$ cat src/rtl/bp_stall_pkg.sv
// rtl/bp_stall_pkg.sv - shared stall-reason codes and bin map for the stall histogram
package bp_stall_pkg;

  localparam int num_reasons_c = 33;
  localparam int instr_bin_c   = 33;
  localparam int cycle_bin_c   = 34;
  localparam int num_bins_c    = 35;

  typedef enum logic [5:0] {
    sr_unknown          = 6'd0,
    sr_icache_miss      = 6'd1,
    sr_itlb_miss        = 6'd2,
    sr_branch_mispred   = 6'd3,
    sr_fetch_bubble     = 6'd4,
    sr_decode_stall     = 6'd5,
    sr_dcache_miss      = 6'd6,
    sr_dtlb_miss        = 6'd7,
    sr_lsq_full         = 6'd8,
    sr_store_buf_full   = 6'd9,
    sr_rob_full         = 6'd10,
    sr_iq_full          = 6'd11,
    sr_int_dep          = 6'd12,
    sr_fp_dep           = 6'd13,
    sr_mul_busy         = 6'd14,
    sr_div_busy         = 6'd15,
    sr_fpu_busy         = 6'd16,
    sr_fence            = 6'd17,
    sr_amo              = 6'd18,
    sr_csr              = 6'd19,
    sr_exception        = 6'd20,
    sr_interrupt        = 6'd21,
    sr_replay           = 6'd22,
    sr_mem_order        = 6'd23,
    sr_l2_miss          = 6'd24,
    sr_coherence        = 6'd25,
    sr_uncached         = 6'd26,
    sr_ptw_busy         = 6'd27,
    sr_sfence           = 6'd28,
    sr_wfi              = 6'd29,
    sr_debug            = 6'd30,
    sr_rename_full      = 6'd31,
    sr_commit_stall     = 6'd32
  } stall_reason_e;

endpackage

$ cat src/rtl/bp_stall_histogram_if.sv
// rtl/bp_stall_histogram_if.sv - request/response read port of the stall histogram
interface bp_stall_histogram_if #(
  parameter int addr_width_p = 6,
  parameter int ctr_width_p  = 32
);
  logic                    req_v_i;
  logic [addr_width_p-1:0] req_addr_i;
  logic                    req_ready_o;
  logic                    resp_v_o;
  logic [ctr_width_p-1:0]  resp_data_o;
  logic                    resp_ready_i;

  modport master (
    output req_v_i, req_addr_i, resp_ready_i,
    input  req_ready_o, resp_v_o, resp_data_o
  );

  modport slave (
    input  req_v_i, req_addr_i, resp_ready_i,
    output req_ready_o, resp_v_o, resp_data_o
  );
endinterface

$ cat src/rtl/bp_stall_sat_counter.sv
// rtl/bp_stall_sat_counter.sv - one saturating bin counter with synchronous clear
module bp_stall_sat_counter #(
  parameter int width_p = 32
) (
  input  logic               clk_i,
  input  logic               reset_n_i,
  input  logic               up_i,
  input  logic               clear_i,
  output logic [width_p-1:0] count_o,
  output logic [width_p-1:0] count_n_o,
  output logic               sat_o
);

  logic full;
  assign full  = &count_o;
  // an increment attempted while already at the ceiling
  assign sat_o = up_i & full;

  // next value: clear beats increment, ceiling holds
  always_comb begin
    count_n_o = count_o;
    if (clear_i)
      count_n_o = '0;
    else if (up_i && !full)
      count_n_o = count_o + 1'b1;
  end

  // count register
  always_ff @(posedge clk_i or negedge reset_n_i) begin
    if (!reset_n_i) count_o <= '0;
    else            count_o <= count_n_o;
  end

endmodule

$ cat src/rtl/bp_stall_histogram.sv
// rtl/bp_stall_histogram.sv - per-core stall-cycle histogram with single-outstanding read port
module bp_stall_histogram
  import bp_stall_pkg::*;
#(
  parameter int ctr_width_p   = 32,
  parameter int num_reasons_p = num_reasons_c,
  parameter int addr_width_p  = 6
) (
  input  logic                 clk_i,
  input  logic                 reset_n_i,
  input  logic                 v_i,
  input  logic                 instret_i,
  input  logic [5:0]           stall_reason_i,
  input  logic                 clear_i,
  output logic                 overflow_o,
  bp_stall_histogram_if.slave  rd
);

  // reason bins first, then retired-instruction bin, then total-cycle bin
  localparam int nb = num_reasons_p + 2;

  logic [nb-1:0]          up;
  logic [nb-1:0]          sat;
  logic [ctr_width_p-1:0] count_q [nb];
  logic [ctr_width_p-1:0] count_n [nb];
  logic [ctr_width_p-1:0] rd_n;
  logic                   accept;

  // one-hot bin select for the event sampled this cycle
  always_comb begin
    up = '0;
    if (v_i) begin
      up[nb-1] = 1'b1;
      if (instret_i)
        up[nb-2] = 1'b1;
      else if (int'(stall_reason_i) < num_reasons_p)
        up[stall_reason_i] = 1'b1;
      else
        up[0] = 1'b1;
    end
  end

  for (genvar b = 0; b < nb; b++) begin : g_bin
    bp_stall_sat_counter #(.width_p(ctr_width_p)) u_ctr (
      .clk_i     (clk_i),
      .reset_n_i (reset_n_i),
      .up_i      (up[b]),
      .clear_i   (clear_i),
      .count_o   (count_q[b]),
      .count_n_o (count_n[b]),
      .sat_o     (sat[b])
    );
  end

  // read from next-state values so a same-cycle event or clear is reflected
  always_comb begin
    rd_n = '0;
    if (int'(rd.req_addr_i) < nb)
      rd_n = count_n[rd.req_addr_i];
  end

  // sticky overflow, cleared with the bins
  always_ff @(posedge clk_i or negedge reset_n_i) begin
    if (!reset_n_i)   overflow_o <= 1'b0;
    else if (clear_i) overflow_o <= 1'b0;
    else if (|sat)    overflow_o <= 1'b1;
  end

  assign rd.req_ready_o = ~rd.resp_v_o | rd.resp_ready_i;
  assign accept         = rd.req_v_i & rd.req_ready_o;

  // one-entry response register; data holds while stalled
  always_ff @(posedge clk_i or negedge reset_n_i) begin
    if (!reset_n_i) begin
      rd.resp_v_o    <= 1'b0;
      rd.resp_data_o <= '0;
    end else if (accept) begin
      rd.resp_v_o    <= 1'b1;
      rd.resp_data_o <= rd_n;
    end else if (rd.resp_ready_i) begin
      rd.resp_v_o    <= 1'b0;
    end
  end

endmodule

$ cat src/flat_wrapper.sv
// flat-port wrapper written by rule: the top's interface ports become plain ports
module bp_stall_histogram_flat import bp_stall_pkg::*;
#(
  parameter int ctr_width_p   = 32,
  parameter int num_reasons_p = num_reasons_c,
  parameter int addr_width_p  = 6
)
  (clk_i, reset_n_i, v_i, instret_i, stall_reason_i, clear_i, overflow_o, rd_req_v_i, rd_req_addr_i, rd_resp_ready_i, rd_req_ready_o, rd_resp_v_o, rd_resp_data_o);
  bp_stall_histogram_if #(.addr_width_p(addr_width_p), .ctr_width_p(ctr_width_p)) rd_i ();
  input  logic clk_i;
  input  logic reset_n_i;
  input  logic v_i;
  input  logic instret_i;
  input  logic [5:0] stall_reason_i;
  input  logic clear_i;
  output logic overflow_o;
  input wire logic [$bits(rd_i.req_v_i)-1:0] rd_req_v_i;
  input wire logic [$bits(rd_i.req_addr_i)-1:0] rd_req_addr_i;
  input wire logic [$bits(rd_i.resp_ready_i)-1:0] rd_resp_ready_i;
  output wire logic [$bits(rd_i.req_ready_o)-1:0] rd_req_ready_o;
  output wire logic [$bits(rd_i.resp_v_o)-1:0] rd_resp_v_o;
  output wire logic [$bits(rd_i.resp_data_o)-1:0] rd_resp_data_o;
  assign rd_i.req_v_i = rd_req_v_i;
  assign rd_i.req_addr_i = rd_req_addr_i;
  assign rd_i.resp_ready_i = rd_resp_ready_i;
  assign rd_req_ready_o = rd_i.req_ready_o;
  assign rd_resp_v_o = rd_i.resp_v_o;
  assign rd_resp_data_o = rd_i.resp_data_o;
  bp_stall_histogram #(.ctr_width_p(ctr_width_p), .num_reasons_p(num_reasons_p), .addr_width_p(addr_width_p)) u_core (.clk_i(clk_i), .reset_n_i(reset_n_i), .v_i(v_i), .instret_i(instret_i), .stall_reason_i(stall_reason_i), .clear_i(clear_i), .overflow_o(overflow_o), .rd(rd_i));
endmodule
$ cat config.mk
export PLATFORM = sky130hd
export DESIGN_NAME = bp_stall_histogram_flat
export DESIGN_NICKNAME = d
export VERILOG_FILES = /design/src/rtl/bp_stall_pkg.sv /design/src/rtl/bp_stall_histogram_if.sv /design/src/rtl/bp_stall_sat_counter.sv /design/src/rtl/bp_stall_histogram.sv /design/src/flat_wrapper.sv
export SDC_FILE = /design/constraint.sdc
export NUM_CORES = 2
export LEC_CHECK = 0
export CAP_MARGIN = 20
export CORE_AREA = 5 5 507 359
export DETAILED_ROUTE_END_ITERATION = 10
export DIE_AREA = 0 0 512 364
export PLACE_DENSITY = 0.67
export SLEW_MARGIN = 0
export SYNTH_ARGS = -nofsm -noshare
export SYNTH_HDL_FRONTEND = slang
export SYNTH_HIERARCHICAL = 1
export SYNTH_SLANG_ARGS = --single-unit
$ cat constraint.sdc
create_clock -name clk_i -period 4.2 [get_ports clk_i]
set_input_delay 0.84 -clock clk_i [delete_from_list [all_inputs] [get_ports clk_i]]
set_output_delay 0.84 -clock clk_i [all_outputs]
set_load 0.01 [all_outputs]
==> flow_summary.json <==
{
  "setup_slack_ns": 0.05971,
  "worst-path-buf-inv": 8,
  "critical_path.slowest_cell": "mux4_2",
  "place_congestion": 1.015,
  "crit_fanout": 6,
  "cp_common_cell": "buf_4",
  "hold_viol": 0,
  "gr-usage-met2_pct": 36.49,
  "cts_tree": "built",
  "wl_mm": 267.1,
  "hold_class": "flip-flop to flip-flop",
  "crit_family": "buffers and inverters",
  "post_dp_cell_area_sq_um": 83640,
  "ys_seq_elements": 1154,
  "drive_above_1_share_pct": 20.46,
  "grt_pass1_vias": 65672,
  "seqPwrFrac_pct": 45.8,
  "ioPinCount": 54,
  "grt_pass1_wl_mm": 401.4,
  "finClkSkew_ns": 0.03842,
  "ir_worst_vdd_v": 0.0003676,
  "layout_min_cycle_time_ns": 4.140,
  "fin_total_pwr_uw": 24610,
  "final_cell_area_sq_um": 88490,
  "via_per_inst": 6.590,
  "die_w_microns": 512,
  "timing.fmax_mhz": 241.5,
  "end_kind": "flip-flop",
  "die_h_microns": 364,
  "cts_setup_buffers": 0,
  "outcome": "finished, final reports clean",
  "p_leak_uw": 0.03408,
  "cts.path.max_buffers": 3,
  "routedWlPerCell_microns": 24.12,
  "seq_area_sq_um": 28880,
  "grt_usage_pct": 27.35,
  "r2r_cells": 15,
  "hpwlAfterDp_mm": 198.4,
  "ys_seq_area_share_pct": 37.38,
  "worst-path-stages": 20,
  "arrival_ns": 4.81,
  "netlist_area_sq_um": 77260,
  "use_met1_pct": 41.31,
  "nets": 8665,
  "grt.overflow.total": 0,
  "syn_inst": 8326,
  "timing.final.crit_share_pct": 98.58,
  "n_fill_cell": 15831,
  "tightest_slew_ns": 1.213,
  "ctsHtreeMaxLevel": 4,
  "synthFlopType": "dfrtp_1",
  "clkPwrFrac_pct": 48.2,
  "grt_max_degree": 160,
  "coreArea_sq_um": 176100,
  "cts_buffers": 130,
  "drc": 0,
  "dr.pass1.iters": 9,
  "hold_depth": 1,
  "switching_power_uw": 6112,
  "grt_use_met3_pct": 8.906,
  "crit_path_cell_trace": "clkdlybuf4s50_1, buf_4, nor3b_2, buf_4, nand2_1, nor2_1, buf_6, and3_1, buf_4, nand3_1, buf_4, a211oi_1, a211oi_1, mux4_2, mux2i_1, buf_4, nor2_1, a2111oi_4, buf_4, nor3_1",
  "power.internal_uw": 18500,
  "clock_latency_ns": 0.79,
  "num_vias": 72976,
  "drv_cap": 0,
  "setup_viol": 0,
  "fin_setup_tns_ns": 0,
  "antenna_found_initial": 7,
  "holdWs_ns": 0.5307,
  "max_stage_delay_ns": 0.59,
  "clk_pin_slew_ns": 0.06,
  "worst_setup_path_start_kind": "primary input",
  "async_flop_share_pct": 100.0,
  "initial_core_util_pct": 43.88,
  "rows": 129,
  "ys_warn_count": 6,
  "syn_avg_cell_area_sq_um": 9.280,
  "power_density_nw_per_um2": 278.2,
  "final_max_slew_viol_count": 0,
  "pwr-share-comb_pct": 6.0,
  "cts_root_buf": "clkbuf_16",
  "drt-initial-drc-count": 9840,
  "worstPathRequired_ns": 4.87,
  "place_ws_ns": -1.092,
  "multi_input_area_sq_um": 45600,
  "areaGrowthSynthToFinish_pct": 14.53,
  "antenna_left": 0,
  "syn_nets": 8380,
  "slew_headroom_pct": 18.43,
  "die_area_sq_um": 186400,
  "top_usage_layer": "met1",
  "cts.sinks": 1154,
  "ys_types": 45,
  "crit_type": "primary input to flip-flop",
  "switching_share_pct": 24.83,
  "port_buffers": 53,
  "synth-edff-count": 0
}
==> layer usage <==
layer  up-vias  share of wire (%)
met5         -             0.0097
met4         4                3.3
met3       388                 13
met2      3749                 39
met1     36112                 44
li1      32723                  -
==> state kept, by name, indices dropped and copies added, names as in the netlist <==
name	count
u_core/g_bin.u_ctr/count_o	1120
u_core/rd.resp_data_o	32
u_core/overflow_o	1
u_core/rd.resp_v_o	1
==> power groups by stage <==
stage | combinational [uW] | sequential, uW | clock (uW)
floorplan | 662 | 11400 | 0
CTS | 1470 | 11300 | 12100
finish | 1490 | 11300 | 11900
global placement | 1440 | 11500 | 0
global route | 1600 | 11300 | 12500
detailed placement | 1460 | 11500 | 0
==> layout by cell type (no fill, tap or decap), types with 36 or more instances in the layout <==
master | synthesis | layout
nand2b_1 | 74 | 74
dfrtp_1 | 1154 | 1154
mux2i_1 | 179 | 169
a22oi_1 | 45 | 41
clkbuf_16 | 0 | 136
and3_1 | 263 | 261
o21ai_0 | 162 | 160
nor4_1 | 115 | 103
o31ai_1 | 525 | 521
mux2_2 | 399 | 399
clkdlybuf4s50_1 | 0 | 47
or4_1 | 525 | 525
and2_1 | 39 | 39
nand4_1 | 456 | 456
and4_1 | 70 | 70
nor2_1 | 660 | 655
a211oi_1 | 157 | 152
nor2b_1 | 406 | 405
buf_4 | 10 | 689
a21oi_1 | 928 | 911
or2_2 | 37 | 37
nand3_1 | 332 | 331
a31oi_1 | 36 | 36
nand2_1 | 512 | 504
or3_1 | 106 | 105
buf_12 | 0 | 49
mux4_2 | 226 | 226
==> area by class of cell <==
type | count | area share, %
multi-input cells | 6531 | 51.53
flip-flops and latches | 1154 | 32.64
repair buffers | 793 | 7.592
clock buffers | 197 | 4.433
well taps | 2358 | 3.334
clock inverters | 35 | 0.4581
diodes | 4 | 0.01131
inverters | 1 | 0.004242
==> metrics by stage <==
step                cells  utilization [%]
finish              11073            50.25
global route        11069            50.24
CTS                 11069            50.01
detailed placement  10836            47.50
global placement    10835            47.49
floorplan            8326                -
==> cells in the mapped netlist (4+ instances only) <==
library cell | number | area share, %
nor3_1 | 14 | 0.091
buf_4 | 10 | 0.097
and4_1 | 70 | 0.79
ha_1 | 35 | 0.57
mux2_2 | 399 | 5.8
buf_6 | 83 | 1.2
nand3_1 | 332 | 2.2
a22oi_1 | 45 | 0.44
a21oi_1 | 928 | 6.0
and4_4 | 35 | 0.51
nor2_1 | 660 | 3.2
nor4_1 | 115 | 0.93
mux2i_1 | 179 | 2.3
buf_1 | 5 | 0.024
a211oi_1 | 157 | 1.5
o22ai_1 | 15 | 0.12
o21ai_0 | 162 | 1.0
a2111oi_2 | 26 | 0.51
o31ai_1 | 525 | 5.1
nand2_1 | 512 | 2.5
buf_2 | 185 | 1.2
or3_1 | 106 | 0.86
nor2b_1 | 406 | 3.3
mux4_2 | 226 | 6.6
and3_1 | 263 | 2.1
clkbuf_1 | 356 | 1.7
nand3b_1 | 4 | 0.039
or2_1 | 35 | 0.28
nor3b_1 | 36 | 0.35
nor3_2 | 35 | 0.45
or2_2 | 37 | 0.30
nand2b_1 | 74 | 0.60
or4_1 | 525 | 5.1
a21boi_0 | 35 | 0.34
and2_1 | 39 | 0.32
nand4_1 | 456 | 3.7
a31oi_1 | 36 | 0.29
dfrtp_1 | 1154 | 37
==> kinds of logic after synthesis <==
kind of cell,after synthesis,share of synthesized area [%]
flip-flops,1154,37.38
AND/OR/NAND/NOR,3756,27.60
multiplexers,804,14.72
buffers and inverters,641,4.270
AO/OA/AOI/OAI,1936,15.46
adder cells (fa/ha/maj),35,0.5668
==> timing repair <==
action | CTS | global route
resized for setup | 13 | 85
gates cloned | 0 | 0
pin swaps | 0 | 14
endpoints found under the setup margin | 23 | 29
hold buffers | 1 | 0
endpoints found under the hold margin | 29 | 0
==> final timing paths <==
check / startpoint / endpoint / slack (ns)
worst max-delay path: v_i / u_core/rd.resp_data_o[14] / 0.06
worst min-delay path: u_core/g_bin[26].u_ctr/count_o[14] / u_core/g_bin[26].u_ctr/count_o[14] / 0.53
worst max register to register: u_core/g_bin[12].u_ctr/count_o[0] / u_core/rd.resp_data_o[22] / 0.23
worst min register to register: u_core/g_bin[26].u_ctr/count_o[14] / u_core/g_bin[26].u_ctr/count_o[14] / 0.53
max in group asynchronous: reset_n_i / u_core/g_bin[4].u_ctr/count_o[1] / 2.31
min in group asynchronous: reset_n_i / u_core/g_bin[26].u_ctr/count_o[25] / 0.62
(Power assumes the default switching activity.)
